## src/rtl/sid_audio_pkg.sv

```systemverilog
// Shared constants for the SID audio output path: sample width and LFSR definition.
package sid_audio_pkg;
    localparam int          SAMPLE_W  = 8;
    localparam logic [15:0] LFSR_SEED = 16'hACE1;
    // Feedback taps for x^16 + x^14 + x^13 + x^11 + 1 (bits 15, 13, 12, 10)
    localparam logic [15:0] LFSR_TAPS = 16'hB400;

    function automatic logic [15:0] lfsr_next(input logic [15:0] s);
        return {s[14:0], ^(s & LFSR_TAPS)};
    endfunction
endpackage

```

## src/rtl/pwm_lfsr16.sv

```systemverilog
// 16-bit Fibonacci LFSR that advances one step per cycle with step high.
module pwm_lfsr16
    import sid_audio_pkg::*;
(
    input  logic        clk,
    input  logic        rst_n,
    input  logic        step,
    output logic [15:0] state
);
    logic [15:0] r_state;

    always_ff @(posedge clk or negedge rst_n) begin
        if (!rst_n)
            r_state <= LFSR_SEED;
        else if (step)
            r_state <= lfsr_next(r_state);
    end

    assign state = r_state;
endmodule

```

## src/rtl/pwm_audio_out.sv

```systemverilog
// PWM audio output with one-deep pending sample buffer, loaded only at frame wrap.
// Build option: define PWM_DITHER_EN to add LFSR dither to the low duty bits (CNT_W > 8).
module pwm_audio_out
    import sid_audio_pkg::*;
#(
    parameter int CNT_W = 8
) (
    input  logic                clk,
    input  logic                rst_n,
    input  logic [SAMPLE_W-1:0] sample_in,
    input  logic                sample_valid,
    input  logic                enable,
    input  logic                overrun_clr,
    output logic                pwm_out,
    output logic                frame_start,
    output logic                overrun
);
    logic [CNT_W-1:0]    r_cnt;
    logic [SAMPLE_W-1:0] r_duty;
    logic [SAMPLE_W-1:0] r_pend;
    logic                r_pend_full;
    logic                r_pwm;
    logic                r_frame_start;
    logic                r_overrun;

    logic                w_wrap;
    logic                w_ovr_set;
    logic [CNT_W-1:0]    w_dither;
    logic [CNT_W-1:0]    w_duty_ext;

    assign w_wrap    = enable && (r_cnt == {CNT_W{1'b1}});
    // A sample coincident with wrap refills the slot being drained: not an overrun.
    assign w_ovr_set = sample_valid && r_pend_full && !w_wrap;

`ifdef PWM_DITHER_EN
    logic [15:0] w_lfsr;
    logic [15:0] w_lfsr_mask;

    pwm_lfsr16 u_lfsr (
        .clk   (clk),
        .rst_n (rst_n),
        .step  (w_wrap),
        .state (w_lfsr)
    );

    // Mask selects lfsr[CNT_W-9:0]; empty when CNT_W == 8.
    assign w_lfsr_mask = 16'((32'd1 << (CNT_W - 8)) - 32'd1);
    assign w_dither    = CNT_W'(w_lfsr & w_lfsr_mask);
`else
    assign w_dither    = '0;
`endif

    assign w_duty_ext = (CNT_W'(r_duty) << (CNT_W - 8)) | w_dither;

    always_ff @(posedge clk or negedge rst_n) begin
        if (!rst_n) begin
            r_cnt         <= '0;
            r_duty        <= '0;
            r_pend        <= '0;
            r_pend_full   <= 1'b0;
            r_pwm         <= 1'b0;
            r_frame_start <= 1'b0;
            r_overrun     <= 1'b0;
        end else begin
            r_cnt         <= enable ? r_cnt + 1'b1 : '0;
            r_pwm         <= enable && (r_cnt < w_duty_ext);
            r_frame_start <= w_wrap;

            if (w_wrap && r_pend_full)
                r_duty <= r_pend;

            if (sample_valid) begin
                r_pend      <= sample_in;
                r_pend_full <= 1'b1;
            end else if (w_wrap) begin
                r_pend_full <= 1'b0;
            end

            if (w_ovr_set)
                r_overrun <= 1'b1;
            else if (overrun_clr)
                r_overrun <= 1'b0;
        end
    end

    assign pwm_out     = r_pwm;
    assign frame_start = r_frame_start;
    assign overrun     = r_overrun;
endmodule
```

## config.mk

```make
export PLATFORM = sky130hd
export DESIGN_NAME = pwm_audio_out
export DESIGN_NICKNAME = d
export VERILOG_FILES = /design/src/rtl/sid_audio_pkg.sv /design/src/rtl/pwm_lfsr16.sv /design/src/rtl/pwm_audio_out.sv
export SDC_FILE = /design/constraint.sdc
export NUM_CORES = 1
export LEC_CHECK = 0
export ABC_AREA = 1
export ABC_CLOCK_PERIOD_IN_PS = 1600
export CORE_MARGIN = 4
export CORE_UTILIZATION = 45
export CTS_CLUSTER_DIAMETER = 200
export DETAILED_ROUTE_END_ITERATION = 12
export DONT_BUFFER_PORTS = 1
export GPL_TIMING_DRIVEN = 0
export PLACE_DENSITY = 0.58
export SKIP_CTS_REPAIR_TIMING = 1
export SLEW_MARGIN = 10
export SYNTH_ARGS = -nofsm -noshare
export SYNTH_HDL_FRONTEND = slang
export SYNTH_SLANG_ARGS = --single-unit
```

## constraint.sdc

```tcl
create_clock -name clk -period 1.6 [get_ports clk]
set_input_delay 0.24 -clock clk [delete_from_list [all_inputs] [get_ports clk]]
set_output_delay 0.24 -clock clk [all_outputs]
set_load 0.01 [all_outputs]
```

==> results of run 1 <==
## final cells by class
class / count / area (µm²)
well taps: 31 / 38.8
flip-flops and latches: 28 / 701
multi-input cells: 109 / 523
plain buffers: 2 / 10.0
fillers: 290 / 1360
repair buffers: 3 / 40.0
inverters: 18 / 67.6
clock buffers: 3 / 22.5
## state kept, by name, summed over array words and instances, names as in the netlist
register and flops:
r_cnt 8, r_pend 8, r_duty 8, r_pend_full 1
pwm_out 1, frame_start 1, overrun 1
## power by group
part           switching [mW]  leakage, nW  internal [mW]
combinational          0.0489        0.357         0.0321
sequential             0.0189        0.366          0.735
clock                   0.190       0.0138         0.0883
## metrics by stage
stage	power (mW)	setup WS, ns	cells
4_1_cts	1.11	0.180	191
3_3_place_gp	0.826	0.241	188
3_5_place_dp	0.829	0.210	188
6_report	1.11	0.196	194
5_1_grt	1.19	0.0544	194
2_1_floorplan	0.813	0.389	157
## per-layer routing
layer  vias up  share of wire
met4         0          0.023
met5         -              0
met1       416           0.43
met2        16           0.50
met3         5          0.045
li1        497              -
## cells by family after synthesis
| group | Yosys count | share of synthesized area |
|---|---|---|
| simple gates | 89 | 0.279 |
| compound gates | 12 | 0.0462 |
| flops | 28 | 0.538 |
| fa+ha+maj | 8 | 0.0769 |
| buf+inv | 20 | 0.0596 |
## layout by cell type, fill, tap and decap left out
cell type,synthesis,routed
clkinv_1,1,1
buf_12,0,1
buf_2,2,2
dfrtp_1,28,28
nand3_2,1,1
o21ai_0,6,6
nor2_4,1,1
inv_2,1,1
nand3_1,4,4
clkbuf_4,0,3
nand4_1,2,2
nand2_1,67,67
a21oi_1,6,6
nor2_2,1,1
nor2_1,12,12
nand2_2,1,1
inv_1,16,16
ha_1,8,8
dlygate4sd3_1,0,2
## critical path, stage by stage, from the launching register on
cell and delay (ns):
dfrtp_1 0.42, ha_1 0.21, nand2_1 0.09, nor2_2 0.13
nand3_2 0.15, inv_2 0.09, nand2_2 0.10, nand2_1 0.08
nand2_1 0.04
## worst max-delay path by stage
stage,startpoint,end,slack [ns],cells after the start
finish,r_cnt[0]$_DFF_PN0_,r_duty[6]$_DFFE_PN0P_,0.20,8
global route,r_cnt[0]$_DFF_PN0_,r_duty[5]$_DFFE_PN0P_,0.05,8
CTS,r_cnt[0]$_DFF_PN0_,r_duty[5]$_DFFE_PN0P_,0.18,8
detailed placement,r_cnt[0]$_DFF_PN0_,r_duty[5]$_DFFE_PN0P_,0.21,8
global placement,r_cnt[0]$_DFF_PN0_,r_duty[6]$_DFFE_PN0P_,0.24,8
floorplan,r_cnt[0]$_DFF_PN0_,r_duty[0]$_DFFE_PN0P_,0.39,8
==> impl_metrics.toml, run 1 <==
[clock_network]
worstSkewPairLatency_ns = 0.32
cts_sinks = 28
htreeDepth = 1
clock_path_buffers = 2
cts_tree = "yes"
cts-root-buf = "clkbuf_4"
cts-buffers-inserted = 3
clk_pin_slew_ns = 0.14

[grt]
grt_use_met2 = 0.230
grt_usage = 0.133
grt_max_degree = 29
grt_overflow = 0
grt_pass1_vias = 929
grt_use_met3 = 0.0310
grt_util_met1 = 0.154
grt_busiest_layer = "met2"
grt_pass1_wl_um = 3750
antenna_found_initial = 0

[setup_path]
worstRegToRegCells = 8
r2r_end = "r_duty[6]$_DFFE_PN0P_"
rr_startpoint = "r_cnt[0]$_DFF_PN0_"
worst-endpoint-arrival_ns = 1.63
path_max_fanout = 8
r2r_slack_ns = 0.20
cp-end-kind = "flip-flop"
path_class = "reg2reg"
crit_path_start_kind = "flip-flop"
cp.required_ns = 1.83

[power_and_ir_drop]
ir_drop_uv = 497
leakagePower_nw = 0.736
power.density_mw_per_mm2 = 794

[drt]
drc = 0
avgViaCountPerCell = 4.81
wl_per_cell_um = 10.7
wl_um = 2080
drt_first_pass_iters = 3
drtAntennaViolNets = 0
drt_iter0_drc = 57
vias = 934

[placement]
gp_congestion = 0.757
io_buffers = 0
dpl_cell_area_mm2 = 0.00134
dp_hpwl_um = 1600

[layout]
design_area_mm2 = 0.00140
n_antenna_cell = 0
fin_util = 0.509
syn2layout_area_growth_pct = 7.79
nets = 186
layout-drive-gt1-share = 0.0675

[synthesis]
synth_top_area_share = 0.538
syn_inst = 157
async_reset_ff_frac = 1.00
yosysMostFrequentCell = "nand2_1"
synth_seq_cells = 28
synth_area_mm2 = 0.00130
synth_largest_area_cell = "dfrtp_1"
ys_seq_area_frac = 0.538
yosys-top-cells-area = "dfrtp_1 54%, nand2_1 19%, ha_1 7.7%, inv_1 4.6%, nor2_1 3.5%"
synth_cell_type_count = 16
synth_fp_nets = 178
avgSynthCellArea_um2 = 8.29
yosys_warnings = 0
synth_edf_count = 0
synthTopCellsByCount = "67 x nand2_1, 28 x dfrtp_1, 16 x inv_1, 12 x nor2_1, 8 x ha_1"
synth_ff_type = "dfrtp_1"

[floorplan]
fp.coreArea_mm2 = 0.00276
rows = 19
ioPinCount = 16
initial_core_util = 0.472
fp.dieH_um = 61.8
die_width_um = 61.8
die_area_mm2 = 0.00382

[timing]
skew_ns = 0.00567
final.min_clock_period_ns = 1.40
tightestPinTransition_ns = 0.218
setup-violations-final = 0
max_freq_mhz = 712
rsz0062_at_grt = "false"
period_share = 0.878
hold_viol = 0
slew_viol_final = 0
whs_ns = 0.0208
slew_headroom = 0.855
finalSetupTns_ns = 0

[min_path]
hold_path_depth = 2
holdCritStartpoint = "sample_in[3]"
min_path_type = "in2reg"
whs_endpoint = "r_pend[3]$_DFFE_PN0P_"

[outcome]
status = "completed"

[flow_run]
drv_cap = 0
No activity file was read; power rests on OpenSTA's default activity.
==> inputs of run 2 (changes only) <==
--- a/config.mk
+++ b/config.mk
@@ -6,10 +6,11 @@
 export NUM_CORES = 1
 export LEC_CHECK = 0
 export ABC_AREA = 1
-export ABC_CLOCK_PERIOD_IN_PS = 1600
+export ABC_CLOCK_PERIOD_IN_PS = 1700
 export CORE_MARGIN = 4
 export CORE_UTILIZATION = 45
 export CTS_CLUSTER_DIAMETER = 200
+export CTS_CLUSTER_SIZE = 25
 export DETAILED_ROUTE_END_ITERATION = 12
 export DONT_BUFFER_PORTS = 1
 export GPL_TIMING_DRIVEN = 0
==> constraint.sdc (replaced) <==
create_clock -name clk -period 1.7 [get_ports clk]
set_input_delay 0.255 -clock clk [delete_from_list [all_inputs] [get_ports clk]]
set_output_delay 0.255 -clock clk [all_outputs]
set_load 0.01 [all_outputs]
==> run 2 against run 1 <==
Against the previous run:
- sequential power down 5.8%
- via count down 0.21%
- global-route usage unchanged
- die area unchanged
- highest routed layer unchanged
- count of clock-buffer cells in the layout unchanged
- sequential share of layout area up 0.36 points
- fmax unchanged
- cell count down 0.52%
- cell area down 0.71%
- utilization down 0.36 points
==> impl_metrics.toml, run 2 (synthesized netlist as in run 1, its figures left out) <==
[floorplan]
rows = 19
die_area_mm2 = 0.00382
die_width_um = 61.8
initial_core_util = 0.472
fp.coreArea_mm2 = 0.00276
ioPinCount = 16
fp.dieH_um = 61.8

[placement]
gp_congestion = 0.757
dp_hpwl_um = 1600
io_buffers = 0

[layout]
nets = 185
layout_common_cells = "67 x nand2_1, 28 x dfrtp_1, 16 x inv_1"
largestRegisters = "r_cnt (8), r_duty (8), r_pend (8)"
layout-drive-gt1-share = 0.0679
fin_util = 0.505
final_common_cell = "nand2_1"
n_antenna_cell = 0
syn2layout_area_growth_pct = 7.02

[setup_path]
cp_common_cell = "nand2_1"
worst-endpoint-arrival_ns = 1.63
path_class = "reg2reg"
crit_slowest_cell = "dfrtp_1"
path_max_fanout = 8
rr_startpoint = "r_cnt[0]$_DFF_PN0_"
r2r_slack_ns = 0.30
cp-end-kind = "flip-flop"
critPathMaxStageDelay_ns = 0.42
crit_path_start_kind = "flip-flop"
worstRegToRegCells = 8
path_cells = "ha_1 -> nand2_1 -> nor2_2 -> nand3_2 -> inv_2 -> nand2_2 -> nand2_1 -> nand2_1"
cp.required_ns = 1.93
r2r_end = "r_duty[6]$_DFFE_PN0P_"
crit_start = "r_cnt[0]$_DFF_PN0_"

[timing]
slew_headroom = 0.855
max_freq_mhz = 712
tightestPinTransition_ns = 0.218
finalSetupTns_ns = 0
rsz0062_at_grt = "false"
period_share = 0.826
final.min_clock_period_ns = 1.40
slew_viol_final = 0
setup-violations-final = 0
hold_viol = 0
skew_ns = 0.00567

[drt]
drt_iter0_drc = 60
drc = 0
wl_um = 2070
wl_per_cell_um = 10.7
vias = 932
drt_first_pass_iters = 3
drtAntennaViolNets = 0
avgViaCountPerCell = 4.83

[clock_network]
worstSkewPairLatency_ns = 0.32
cts_tree = "yes"
htreeDepth = 1
cts-buffers-inserted = 3
cts-root-buf = "clkbuf_4"
cts_sinks = 28
clk_pin_slew_ns = 0.14
clock_path_buffers = 2

[power_and_ir_drop]
power.density_mw_per_mm2 = 751
leakagePower_nw = 0.732
ir_drop_uv = 467

[min_path]
whs_endpoint = "overrun$_DFFE_PN0P_"
hold_path_depth = 1
holdCritStartpoint = "overrun_clr"
min_path_type = "in2reg"

[grt]
grt_pass1_wl_um = 3750
antenna_found_initial = 0
grt_overflow = 0
grt_usage = 0.133
grt_max_degree = 29
grt_pass1_vias = 929

[outcome]
status = "completed"

[flow_run]
drv_cap = 0
==> run 2: cell count changes in the layout (fill, tap and decap cells not counted), sizes merged <==
| cell | delta |
|---|---|
| dlygate4sd3 | -1 |
==> run 2: worst max-delay path, delay by kind of cell, from the launching register on <==
family | cells | cell delay [ns]
fa+ha+maj | 1 | 0.21
buf+inv | 1 | 0.09
flops | 1 | 0.42
simple gates | 6 | 0.59
==> run 2: layout make-up <==
cell class              count  area (µm²)
plain buffers               2        10.0
clock buffers               3        22.5
fillers                   291        1370
inverters                  18        67.6
multi-input cells         109         523
flip-flops and latches     28         701
well taps                  31        38.8
repair buffers              2        30.0
==> run 2: per-layer routing <==
layer | vias to the layer above | wire, µm | GRT usage
li1 | 495 | - | -
met1 | 416 | 889 | 0.154
met2 | 16 | 1040 | 0.230
met3 | 5 | 93 | 0.0310
met4 | 0 | 48 | 0.0667
met5 | - | 0 | 0
==> run 2: stage by stage <==
stage	setup slack (ns)	hold WS [ns]	total power, mW	instance area (µm²)	cells
global placement	0.341	-0.0398	0.777	1340	188
detailed placement	0.310	-0.0399	0.781	1340	188
global route	0.154	0.00512	1.11	1390	193
CTS	0.280	-0.416	1.05	1360	191
floorplan	0.489	-0.0406	0.766	1300	157
finish	0.296	0.0175	1.05	1390	193
==> run 2: where the power goes <==
part           switching (mW)  internal [mW]  total (mW)  leakage [nW]
registers              0.0178          0.692       0.710         0.366
clock network           0.179         0.0831       0.262        0.0138
logic                  0.0458         0.0287      0.0745         0.353
==> run 2: worst max path at each step <==
stage and end:
6_report r_duty[6]$_DFFE_PN0P_, 5_1_grt r_duty[5]$_DFFE_PN0P_, 4_1_cts r_duty[5]$_DFFE_PN0P_, 3_5_place_dp r_duty[5]$_DFFE_PN0P_
3_3_place_gp r_duty[6]$_DFFE_PN0P_, 2_1_floorplan r_duty[0]$_DFFE_PN0P_
==> inputs of run 3 (changes only) <==
--- a/config.mk
+++ b/config.mk
@@ -6,7 +6,7 @@
 export NUM_CORES = 1
 export LEC_CHECK = 0
 export ABC_AREA = 1
-export ABC_CLOCK_PERIOD_IN_PS = 1700
+export ABC_CLOCK_PERIOD_IN_PS = 1400
 export CORE_MARGIN = 4
 export CORE_UTILIZATION = 45
 export CTS_CLUSTER_DIAMETER = 200
==> constraint.sdc (replaced) <==
create_clock -name clk -period 1.4 [get_ports clk]
set_input_delay 0.21 -clock clk [delete_from_list [all_inputs] [get_ports clk]]
set_output_delay 0.21 -clock clk [all_outputs]
set_load 0.01 [all_outputs]
==> run 3 against run 2 <==
Against the previous run:
- utilization increased by 5.1 points
- count of clock-buffer cells in the layout unchanged
- worst hold slack improved by 0.16 ns
- combinational power increased by 69%
- cell area increased by 10%
- fmax increased by 5.2%
- register-to-register slack got worse by 0.23 ns
- clock skew increased by 0.0024 ns
- power increased by 25%
- critical path type unchanged
- critical endpoint unchanged
- largest power group unchanged
==> impl_metrics.toml, run 3 (synthesized netlist as in run 1, its figures left out) <==
[layout]
layout-drive-gt1-share = 0.103
nets = 197
syn2layout_area_growth_pct = 17.9
design_area_mm2 = 0.00153
largestRegisters = "r_cnt (8), r_duty (8), r_pend (8)"
final_common_cell = "nand2_1"
fin_cells = 205
layout_common_cells = "65 x nand2_1, 28 x dfrtp_1, 16 x inv_1"
fill_cells = 273
n_antenna_cell = 0

[timing]
setup_ws_ns = 0.0651
setup-violations-final = 0
final.min_clock_period_ns = 1.33
slew_viol_final = 0
period_share = 0.953
hold_viol = 0
slew_headroom = 0.858
max_freq_mhz = 749
finalSetupTns_ns = 0
tightestPinTransition_ns = 0.211
rsz0062_at_grt = "true"
skew_ns = 0.00804

[placement]
dp_hpwl_um = 1600
dp_cells = 188
io_buffers = 0
gp_congestion = 0.757
pre_cts_slack_ns = 0.0100
dpl_cell_area_mm2 = 0.00134

[setup_path]
crit_path_start_kind = "flip-flop"
crit_end = "r_duty[6]$_DFFE_PN0P_"
path_max_fanout = 8
worstRegToRegCells = 7
cp-end-kind = "flip-flop"
r2r_slack_ns = 0.07
rr_startpoint = "r_cnt[1]$_DFF_PN0_"
path_class = "reg2reg"
worst-endpoint-arrival_ns = 1.60
crit_start = "r_cnt[1]$_DFF_PN0_"
r2r_end = "r_duty[6]$_DFFE_PN0P_"
cp.required_ns = 1.67

[power_and_ir_drop]
leakagePower_nw = 0.785
power.density_mw_per_mm2 = 851
ir_drop_uv = 575
finalPower_mw = 1.31

[drt]
avgViaCountPerCell = 4.82
drtAntennaViolNets = 0
vias = 988
drt_iter0_drc = 80
drc = 0
wl_um = 2220
wl_per_cell_um = 10.8
drt_first_pass_iters = 4

[min_path]
min_path_type = "in2reg"
hold_path_depth = 3

[outcome]
status = "completed"

[clock_network]
cts-root-buf = "clkbuf_4"
htreeDepth = 1
clock_path_buffers = 2
cts_tree = "yes"
clk_pin_slew_ns = 0.14
cts_sinks = 28
worstSkewPairLatency_ns = 0.32
cts-buffers-inserted = 3

[floorplan]
fp.dieH_um = 61.8
fp.coreArea_mm2 = 0.00276
die_width_um = 61.8
ioPinCount = 16
die_area_mm2 = 0.00382
initial_core_util = 0.472
rows = 19

[grt]
grt_max_degree = 29
grt_usage = 0.133
grt_pass1_wl_um = 3750
grt_overflow = 0
antenna_found_initial = 0
grt_pass1_vias = 929

[flow_run]
drv_cap = 0
==> run 3: stage by stage <==
step,util,hold slack (ns)
floorplan,-,-0.0856
global placement,0.486,-0.0848
CTS,0.494,-0.461
finish,0.556,0.178
global route,0.556,0.181
detailed placement,0.486,-0.0849
==> run 3: routing by layer <==
layer,up-vias,share of wire,global-route usage
li1,518,-,-
met1,451,0.42,0.154
met2,15,0.53,0.230
met3,4,0.036,0.0310
met4,0,0.020,0.0667
met5,-,0,0
==> run 3: power breakdown <==
| part | switching [mW] | total (mW) | internal (mW) |
|---|---|---|---|
| Combinational | 0.0652 | 0.126 | 0.0603 |
| Clock | 0.216 | 0.317 | 0.101 |
| Sequential | 0.0220 | 0.862 | 0.840 |
| Total | 0.304 | 1.31 | 1.00 |
==> run 3: final cells by class <==
type                            count  area [µm²]  area share
Sequential cell                    28         701       0.457
Multi-Input combinational cell    109         552       0.360
Timing Repair Buffer               14         143      0.0930
Inverter                           18        67.6      0.0440
Tap cell                           31        38.8      0.0253
Clock buffer                        3        22.5      0.0147
Buffer                              2        10.0     0.00653
==> run 3: worst min-delay path by stage <==
stage / endpoint / slack (ns) / from
2_1_floorplan: frame_start$_DFF_PN0_ / -0.09 / rst_n
3_3_place_gp: r_cnt[2]$_DFF_PN0_ / -0.08 / rst_n
3_5_place_dp: r_cnt[2]$_DFF_PN0_ / -0.08 / rst_n
4_1_cts: r_cnt[2]$_DFF_PN0_ / -0.46 / rst_n
5_1_grt: r_cnt[1]$_DFF_PN0_ / 0.18 / enable
6_report: r_pend[2]$_DFFE_PN0P_ / 0.18 / sample_valid
==> run 3: critical path, stage by stage (launching register included) <==
cell and delay (ns):
dfrtp_1 0.41, ha_2 0.20, nand2_2 0.07, nor2_4 0.14, nand3_4 0.10, nor2_4 0.21, nand2_1 0.07, nand2_1 0.06
